$ cat config.mk
export PLATFORM = sky130hd
export DESIGN_NAME = id_ex_stage_reg
export DESIGN_NICKNAME = d
export VERILOG_FILES = /design/src/rtl/id_ex_stage_reg.sv
export SDC_FILE = /design/constraint.sdc
export NUM_CORES = 1
export LEC_CHECK = 0
export ABC_AREA = 1
export CORE_MARGIN = 5
export CORE_UTILIZATION = 35
export CTS_BUF_LIST = sky130_fd_sc_hd__clkbuf_16
export DETAILED_ROUTE_END_ITERATION = 8
export HOLD_SLACK_MARGIN = 0.02
export MAX_ROUTING_LAYER = met4
export PLACE_DENSITY = 0.71
export SYNTH_ARGS = -nofsm -noshare
export SYNTH_HDL_FRONTEND = slang
export SYNTH_SLANG_ARGS = --single-unit
$ cat constraint.sdc
create_clock -name Clk -period 1.95 [get_ports Clk]
set_input_delay 0.195 -clock Clk [delete_from_list [all_inputs] [get_ports Clk]]
set_output_delay 0.195 -clock Clk [all_outputs]
set_load 0.02 [all_outputs]
$ cat src/rtl/id_ex_stage_reg.sv
// Decode-to-execute pipeline register with valid bit, stall/flush control and
// saturating bubble/stall event counters for performance debug.
module id_ex_stage_reg #(
    parameter int DATA_W  = 32,
    parameter int REG_AW  = 5,
    parameter int ALUOP_W = 5,
    parameter int MEM_W   = 2,
    parameter int CNT_W   = 16
) (
    input  logic               Clk,
    input  logic               Reset,
    input  logic               Stall,
    input  logic               Flush,
    input  logic               ValidIn,
    input  logic [REG_AW-1:0]  RSIn,
    input  logic [REG_AW-1:0]  RTIn,
    input  logic [REG_AW-1:0]  DestRegIn,
    input  logic               RegWriteIn,
    input  logic               ALUSrcIn,
    input  logic               MemToRegIn,
    input  logic [MEM_W-1:0]   MemWriteIn,
    input  logic [MEM_W-1:0]   MemReadIn,
    input  logic [ALUOP_W-1:0] ALUControlIn,
    input  logic [DATA_W-1:0]  PCAddResultIn,
    input  logic [DATA_W-1:0]  ReadData1In,
    input  logic [DATA_W-1:0]  ReadData2In,
    input  logic [DATA_W-1:0]  SignExtIn,
    output logic               ValidOut,
    output logic [REG_AW-1:0]  RSOut,
    output logic [REG_AW-1:0]  RTOut,
    output logic [REG_AW-1:0]  DestRegOut,
    output logic               RegWriteOut,
    output logic               ALUSrcOut,
    output logic               MemToRegOut,
    output logic [MEM_W-1:0]   MemWriteOut,
    output logic [MEM_W-1:0]   MemReadOut,
    output logic [ALUOP_W-1:0] ALUControlOut,
    output logic [DATA_W-1:0]  PCAddResultOut,
    output logic [DATA_W-1:0]  ReadData1Out,
    output logic [DATA_W-1:0]  ReadData2Out,
    output logic [DATA_W-1:0]  SignExtOut,
    output logic [CNT_W-1:0]   BubbleCount,
    output logic [CNT_W-1:0]   StallCount
);

    // Stage control: Flush inserts a bubble (and beats Stall); Stall holds the
    // slot; otherwise the slot loads, and an invalid decode slot loads as a bubble.
    logic do_bubble;
    logic do_hold;

    always_comb begin
        do_bubble = Flush | (~Stall & ~ValidIn);
        do_hold   = ~Flush & Stall;
    end

    always_ff @(posedge Clk) begin
        if (Reset || do_bubble) begin
            ValidOut       <= 1'b0;
            RSOut          <= '0;
            RTOut          <= '0;
            DestRegOut     <= '0;
            RegWriteOut    <= 1'b0;
            ALUSrcOut      <= 1'b0;
            MemToRegOut    <= 1'b0;
            MemWriteOut    <= '0;
            MemReadOut     <= '0;
            ALUControlOut  <= '0;
            PCAddResultOut <= '0;
            ReadData1Out   <= '0;
            ReadData2Out   <= '0;
            SignExtOut     <= '0;
        end else if (!do_hold) begin
            ValidOut       <= 1'b1;
            RSOut          <= RSIn;
            RTOut          <= RTIn;
            DestRegOut     <= DestRegIn;
            RegWriteOut    <= RegWriteIn;
            ALUSrcOut      <= ALUSrcIn;
            MemToRegOut    <= MemToRegIn;
            MemWriteOut    <= MemWriteIn;
            MemReadOut     <= MemReadIn;
            ALUControlOut  <= ALUControlIn;
            PCAddResultOut <= PCAddResultIn;
            ReadData1Out   <= ReadData1In;
            ReadData2Out   <= ReadData2In;
            SignExtOut     <= SignExtIn;
        end
    end

    // Event counters stick at all-ones instead of wrapping.
    always_ff @(posedge Clk) begin
        if (Reset) begin
            BubbleCount <= '0;
            StallCount  <= '0;
        end else begin
            if (do_bubble && (BubbleCount != {CNT_W{1'b1}}))
                BubbleCount <= BubbleCount + 1'b1;
            if (do_hold && (StallCount != {CNT_W{1'b1}}))
                StallCount <= StallCount + 1'b1;
        end
    end

endmodule

# --- Yosys cells after proc, flatten, opt, wreduce, memory -nomap -nowiden ---
# Cells that the tools add are included.
word_totals:
  elab_cells: 29
  out_inout_bits: 188
  inputBits: 160
  regBits: 188
classes:
  n_addsub: 2
  bitwise_logic: 6
  reduce_logical: 3
  eq_ne: 2
op_table:
  columns: ["cell", "count"]
  rows:
  - ["$add 16x1->16 const B", 2]
  - ["$ne 16x16->1 const B", 2]
  - ["$not 1->1", 3]
  - ["$and 1x1->1", 2]
  - ["$logic_and 1x1->1", 2]
  - ["$logic_or 1x1->1", 1]
  - ["$or 1x1->1", 1]

# --- Depth between registers and ports, before layout ---
# Gate-level depths: netlist (run 1).
depth:
  depth_word: 4
  mapped_depth: 10
  mapped_depth_nobuf: 10

# --- Worst setup path before layout (run 1) ---
# OpenSTA, ideal clock, no wires.
synth_path:
  kind: "register -> register"
  start: "register StallCount[0]"
  end: "register StallCount[8]"
  t_arrival_ps: 1428
  t_required_ps: 1837
  path_stages_with_launch: 11
  setup_time_ps: 113
  path_slack_ps: 408
  cell_sequence: "dfxtp_1 > ha_1 > inv_1 > nor2_2 > nand2_1 > clkinv_1 > nand2_1 > nor2_1 > nand2_1 > nand2_1 > nor2_1"
synth_between:
  elab_chain_cells: 2
  elab_cells_between_ends: 3
synth_rtl:
  columns: ["element", "line_no", "rtl"]
  rows:
  - ["from (decl)", "43", "output logic [CNT_W-1:0] StallCount"]
  - ["from (signal assigned)", "99", "StallCount <= StallCount + 1'b1;"]
  - ["branches (longest 2 deep; another with $add 16x1->16)", null, null]
# Parallel ways; which one is timed is not known.
# A chain may end at the register's enable or synchronous reset.

# --- Final worst setup path (run 1) ---
layout_path:
  start: "register StallCount[9]"
  end: "output port StallCount[9]"
# No word-level cell between the ends.

==> results of run 1 <==
worst max-delay path by stage:
stage,startpoint,end
global placement,Stall,StallCount[4]$_SDFFE_PP0P_
global route,BubbleCount[3]$_SDFFE_PP0P_,BubbleCount[3]
floorplan,StallCount[0]$_SDFFE_PP0P_,StallCount[8]$_SDFFE_PP0P_
detailed placement,Flush,StallCount[4]$_SDFFE_PP0P_
finish,StallCount[9]$_SDFFE_PP0P_,StallCount[9]
CTS,BubbleCount[3]$_SDFFE_PP0P_,BubbleCount[3]
state kept, by name, summed over array words and instances (netlist names), 2 cells and up:
name	flops
ALUControlOut	5
BubbleCount	16
DestRegOut	5
MemReadOut	2
MemWriteOut	2
PCAddResultOut	32
RSOut	5
RTOut	5
ReadData1Out	32
ReadData2Out	32
SignExtOut	32
StallCount	16
cells in the mapped netlist, drive strengths merged:
library cell / instances / area (um^2)
nand2: 405 / 1525
dfxtp: 188 / 3764
a21oi: 171 / 855.8
nor2: 101 / 431.7
buf: 44 / 244.0
nand3: 25 / 125.1
inv: 22 / 82.57
clkbuf: 13 / 52.55
nand4: 5 / 52.55
ha: 2 / 25.02
nand3b: 2 / 15.01
clkinv: 1 / 3.750
nor3: 1 / 5.000
o21ai: 1 / 5.000
o21bai: 1 / 7.510
final cells by class:
class | count | area (um^2)
fill | 1870 | 8667
sequential | 188 | 3764
timing repair buffer | 362 | 3711
multi-input combinational | 714 | 3060
clock buffer | 17 | 425.4
tap | 270 | 337.8
clock inverter | 15 | 180.2
inverter | 23 | 88.84
stage by stage:
| step | hold slack [ns] | area, um^2 | std cells | total power [mW] | utilization (%) |
|---|---|---|---|---|---|
| 5_1_grt | 0.2987 | 11570 | 1589 | 9.149 | 57.17 |
| 4_1_cts | 0.2880 | 11570 | 1589 | 8.906 | 57.17 |
| 3_5_place_dp | 0.4530 | 10960 | 1557 | 5.290 | 54.17 |
| 3_3_place_gp | 0.4497 | 10960 | 1557 | 5.275 | 54.17 |
| 6_report | 0.3168 | 11570 | 1589 | 8.789 | 57.17 |
| 2_1_floorplan | 0.3387 | 7194 | 982 | 4.597 | - |
power breakdown:
part	internal, mW	switching (mW)	leakage [nW]	total, mW
Combinational	0.618	0.554	2.58	1.17
Sequential	3.96	0.0647	1.53	4.02
Clock	1.94	1.65	0.298	3.60
Total	6.52	2.27	4.40	8.79
routing by layer:
layer  share of wire [%]  global-route usage (%)
met5                   0                       -
met4                 2.1                   6.098
met3                 6.1                   4.806
met2                  49                   34.20
met1                  43                   25.29
cell families after synthesis:
group                    Yosys count  synth area share, %
buffers and inverters             80                5.322
adder cells (fa/ha/maj)            2               0.3478
AND/OR/NAND/NOR                  539                29.95
AO/OA/AOI/OAI                    173                12.07
flip-flops                       188                52.31
==> impl_results.md, run 1 <==
- Status: finished clean
- Crit path buffers/inverters: 1
- Htree depth: 4
- Initial antenna violation count: 0
- Critical Path, Cell by Cell: clkdlybuf4s50_1
- Hold Crit Depth: 3
- CTS buffer count: 17
- Chip Width: 153.4 um
- Final Worst Setup Slack: 0.2260 ns
- Overall global routing resource usage: 20.67%
- Worst path top cell family by delay: buffers and inverters
- R2R Path End: StallCount[12]$_SDFFE_PP0P_
- Die Height: 153.4 um
- Post-route DRC violation count: 0
- Power Dens Cells: 759.8 mW/mm^2
- Worst reg-to-reg setup slack: 0.38 ns
- Worst setup EP type: primary output
- Core area: 0.02023 mm^2
- Starting DRT DRC Count: 430
- # IOs: 348
- Clock Path Buffers: 2
- Maxcap violations: 0
- Worst-margin pin slew: 0.4281 ns
- Vias: 7411
- Final HPWL DP: 17.93 mm
- GRT overflow: 0
- Lkg Pwr: 4.404 nW
- WHS Endpoint: ReadData1Out[12]$_SDFFE_PP0N_
- CP max stage cell: clkdlybuf4s50_1
- Startpoint Class: flop
- Syn Nets: 1144
- Min Tclk post-route: 1.724 ns
- Detail Route Antenna Nets: 0
- Post-DR wirelength/cell: 15.49 um
- FMAX: 0.5801 GHz
- Post-CTS sizing: 0
- Sequential fraction of the synthesis area: 52.31%
- # diodes: 0
- Layout net count: 1468
- Required @ worst endpoint: 1.75 ns
- Worst VDD drop: 546.8 uV
- Hold buffers post-CTS: 0
- Row count: 52
- Initial Utilization: 35.56%
- GPL Wtd Cong: 0.8299
- Clock slew at reported path FFs: 0.08 ns
- Max Clock Skew: 0.009922 ns
- DR vias/cell: 4.664
- Number of port buffers: 347
- Max FO, Critical Path: 6
- Avg Synthesized Cell Area: 7.326 um^2
- TritonRoute pass-1 iters: 4
- Post-Syn Area: 0.007194 mm^2
- Root Driver: clkbuf_16
- Fin crit share: 88.41%
- Slew headroom: 71.46%
- Area growth syn-to-layout: 60.78%
- Vias in the first global route: 6958
- RR Startpoint: StallCount[0]$_SDFFE_PP0P_
- Worst path max stage delay: 0.66 ns
- Post-Synthesis Cells: 982
- Critical path depth: 1
- Drt total wl: 24.61 mm
- First-pass GRT wire length: 38.25 mm
- Die area: 0.02352 mm^2
- Synth Warn #: 0
- Final setup violation count: 0
- CP arrival: 1.53 ns
- Hold Vio Cnt, Final: 0
- Setup Fix Bufs, Post-CTS: 0
- Layout cell share with drive strength beyond 1: 5.155%
- Most frequent cells in the layout: nand2_1, clkdlybuf4s50_1, dfxtp_1
- Hold Crit Start: ReadData1In[12]
- Post-route setup TNS: 0 ns
- Largest net degree at the start of global routing: 88
- Hold crit path type: input pin to flop
- Commonest non-fill, non-tap cell in the layout: nand2_1
- Pre-CTS WS: 0.1486 ns
- RSZ-0062 raised after global routing: false
- Clock Latency Late Sink: 0.42 ns
- FF-to-FF path depth: 10
- Critical path class: flop to primary output
- CTS sink cnt: 188
- Max Slew Vio Count: 0
- Yosys cell types: 25
- CTS tree: built
- #FFs+latches synth: 188
Power figures use the tool's default switching activity.
==> run 2, diff against run 1 <==
--- a/config.mk
+++ b/config.mk
@@ -8,7 +8,6 @@
 export ABC_AREA = 1
 export CORE_MARGIN = 5
 export CORE_UTILIZATION = 35
-export CTS_BUF_LIST = sky130_fd_sc_hd__clkbuf_16
 export DETAILED_ROUTE_END_ITERATION = 8
 export HOLD_SLACK_MARGIN = 0.02
 export MAX_ROUTING_LAYER = met4
==> impl_results.md, run 2 (synthesis results as in run 1) <==
- Vias in the first global route: 6961 (was 6958)
- Post-route setup TNS: 0 ns (unchanged)
- FMAX: 0.5778 GHz (was 0.5801 GHz)
- Hold Crit Start: ReadData1In[12] (unchanged)
- Worst path max stage delay: 0.66 ns (about the same)
- Initial antenna violation count: 0 (unchanged)
- Die area: 0.02352 mm^2 (unchanged)
- Fin cells: 1589 (unchanged)
- Fill cells: 1866 (was 1870)
- Maxcap violations: 0 (unchanged)
- Area post-placement: 0.01096 mm^2 (unchanged)
- Required @ worst endpoint: 1.75 ns (about the same)
- Commonest non-fill, non-tap cell in the layout: nand2_1 (unchanged)
- Fin crit share: 88.76% (was 88.41%)
- Clock Latency Late Sink: 0.42 ns (about the same)
- Startpoint Class: flop (unchanged)
- Setup Fix Bufs, Post-CTS: 0 (unchanged)
- Net Sw Frac: 25.73% (was 25.83%)
- Number of port buffers: 347 (unchanged)
- Clk pwr share: 41.2% (was 40.9%)
- Overall global routing resource usage: 20.67% (unchanged)
- Chip Width: 153.4 um (unchanged)
- CP arrival: 1.54 ns (was 1.53 ns)
- WHS Endpoint: ReadData1Out[12]$_SDFFE_PP0N_ (unchanged)
- Post-CTS sizing: 0 (unchanged)
- Worst VDD drop: 546.1 uV (was 546.8 uV)
- CTS buffer count: 17 (unchanged)
- Worst reg-to-reg setup slack: 0.38 ns (about the same)
- Hold Vio Cnt, Final: 0 (unchanged)
- Worst path top cell family by delay: buffers and inverters (unchanged)
- FF-to-FF path depth: 10 (unchanged)
- Root Driver: clkbuf_16 (unchanged)
- Min Tclk post-route: 1.731 ns (was 1.724 ns)
- Fin area: 0.01158 mm^2 (was 0.01157 mm^2)
- Post-layout util: 57.22% (was 57.17%)
- RSZ-0062 raised after global routing: false (unchanged)
- Post-DR wirelength/cell: 15.47 um (was 15.49 um)
- Max Slew Vio Count: 0 (unchanged)
- Max Clock Skew: 0.01027 ns (was 0.009922 ns)
- Combinational power share: 13.3% (about the same)
- Vias: 7425 (was 7411)
- TritonRoute pass-1 iters: 4 (unchanged)
- Cell-internal power: 6.558 mW (was 6.518 mW)
- Power, Total: 8.830 mW (was 8.789 mW)
- Clock slew at reported path FFs: 0.08 ns (about the same)
- CTS sink cnt: 188 (unchanged)
- Power Dens Cells: 762.7 mW/mm^2 (was 759.8 mW/mm^2)
- Final HPWL DP: 17.93 mm (unchanged)
- Clock Path Buffers: 2 (unchanged)
- Hold Crit Depth: 3 (unchanged)
- Row count: 52 (unchanged)
- Hold buffers post-CTS: 0 (unchanged)
- GPL Wtd Cong: 0.8299 (unchanged)
- Area growth syn-to-layout: 60.92% (was 60.78%)
- Hold slack: 0.3181 ns (was 0.3168 ns)
- # IOs: 348 (unchanged)
- Critical path class: flop to primary output (unchanged)
- R2R Path End: StallCount[12]$_SDFFE_PP0P_ (unchanged)
- Hold crit path type: input pin to flop (unchanged)
- # diodes: 0 (unchanged)
- Largest net degree at the start of global routing: 88 (unchanged)
- CTS tree: built (unchanged)
- Crit path buffers/inverters: 1 (unchanged)
- Layout cell share with drive strength beyond 1: 5.231% (was 5.155%)
- Pre-CTS WS: 0.1486 ns (unchanged)
- CP max stage cell: clkdlybuf4s50_1 (unchanged)
- Worst-margin pin slew: 0.4157 ns (was 0.4281 ns)
- First-pass GRT wire length: 38.25 mm (unchanged)
- Critical Path, Cell by Cell: clkdlybuf4s50_1 (unchanged)
- Detail Route Antenna Nets: 0 (unchanged)
- Worst setup EP type: primary output (unchanged)
- Drt total wl: 24.59 mm (was 24.61 mm)
- Layout net count: 1468 (unchanged)
- Initial Utilization: 35.56% (unchanged)
- GRT overflow: 0 (unchanged)
- Final Worst Setup Slack: 0.2192 ns (was 0.2260 ns)
- Starting DRT DRC Count: 433 (was 430)
- DR vias/cell: 4.673 (was 4.664)
- Slew headroom: 72.29% (was 71.46%)
- Most frequent cells in the layout: nand2_1, clkdlybuf4s50_1, dfxtp_1 (unchanged)
- Lkg Pwr: 4.409 nW (was 4.404 nW)
- Htree depth: 4 (unchanged)
- Max FO, Critical Path: 6 (unchanged)
- Final setup violation count: 0 (unchanged)
- Die Height: 153.4 um (unchanged)
- DP Cell Count: 1557 (unchanged)
- Status: finished clean (unchanged)
- RR Startpoint: StallCount[0]$_SDFFE_PP0P_ (unchanged)
- Core area: 0.02023 mm^2 (unchanged)
- Post-route DRC violation count: 0 (unchanged)
- Psw: 2.272 mW (was 2.270 mW)
- Reg power frac: 45.5% (was 45.8%)
[run 2: area by class of cell]
type	instances	area, um^2	area share, %
sequential	188	3764	32.51
timing repair buffer	362	3711	32.05
multi-input combinational	714	3060	26.43
clock buffer	18	439.2	3.793
tap	270	337.8	2.918
clock inverter	14	176.4	1.524
inverter	23	88.84	0.7673
[run 2: worst max path at each step]
stage	slack, ns	from	depth (start not counted)	to
floorplan	0.41	StallCount[0]$_SDFFE_PP0P_	10	StallCount[8]$_SDFFE_PP0P_
global route	0.15	BubbleCount[3]$_SDFFE_PP0P_	1	BubbleCount[3]
detailed placement	0.15	Flush	8	StallCount[4]$_SDFFE_PP0P_
CTS	0.20	BubbleCount[3]$_SDFFE_PP0P_	1	BubbleCount[3]
global placement	0.14	Stall	9	StallCount[4]$_SDFFE_PP0P_
finish	0.22	StallCount[9]$_SDFFE_PP0P_	1	StallCount[9]
[run 2: worst min-delay path, delay by kind of cell]
kind                   cells  cell delay (ns)
AO/OA/AOI/OAI              1             0.05
AND/OR/NAND/NOR            1             0.06
buffers and inverters      1             0.39
[run 2: power by group through the flow]
stage / clock network, mW / logic, mW / registers (mW)
floorplan: 0 / 0.343 / 4.25
global placement: 0 / 1.17 / 4.11
detailed placement: 0 / 1.18 / 4.11
CTS: 3.74 / 1.19 / 4.02
global route: 3.89 / 1.26 / 4.04
finish: 3.64 / 1.17 / 4.02
[run 2: per-layer routing]
| layer | GRT usage (%) | part of all wire (%) | wire length, um |
|---|---|---|---|
| met5 | - | 0 | 0 |
| met1 | 25.29 | 43 | 10470 |
| met4 | 6.098 | 2.0 | 483 |
| met3 | 4.806 | 6.4 | 1564 |
| met2 | 34.20 | 49 | 12070 |
==> run 3, diff against run 2 <==
--- a/config.mk
+++ b/config.mk
@@ -8,10 +8,12 @@
 export ABC_AREA = 1
 export CORE_MARGIN = 5
 export CORE_UTILIZATION = 35
+export CTS_CLUSTER_SIZE = 28
 export DETAILED_ROUTE_END_ITERATION = 8
 export HOLD_SLACK_MARGIN = 0.02
 export MAX_ROUTING_LAYER = met4
 export PLACE_DENSITY = 0.71
+export SETUP_SLACK_MARGIN = 0.1
 export SYNTH_ARGS = -nofsm -noshare
 export SYNTH_HDL_FRONTEND = slang
 export SYNTH_SLANG_ARGS = --single-unit
==> results of run 3 <==
Same layout as run 2: the final DEF is identical, and so are final timing and power.
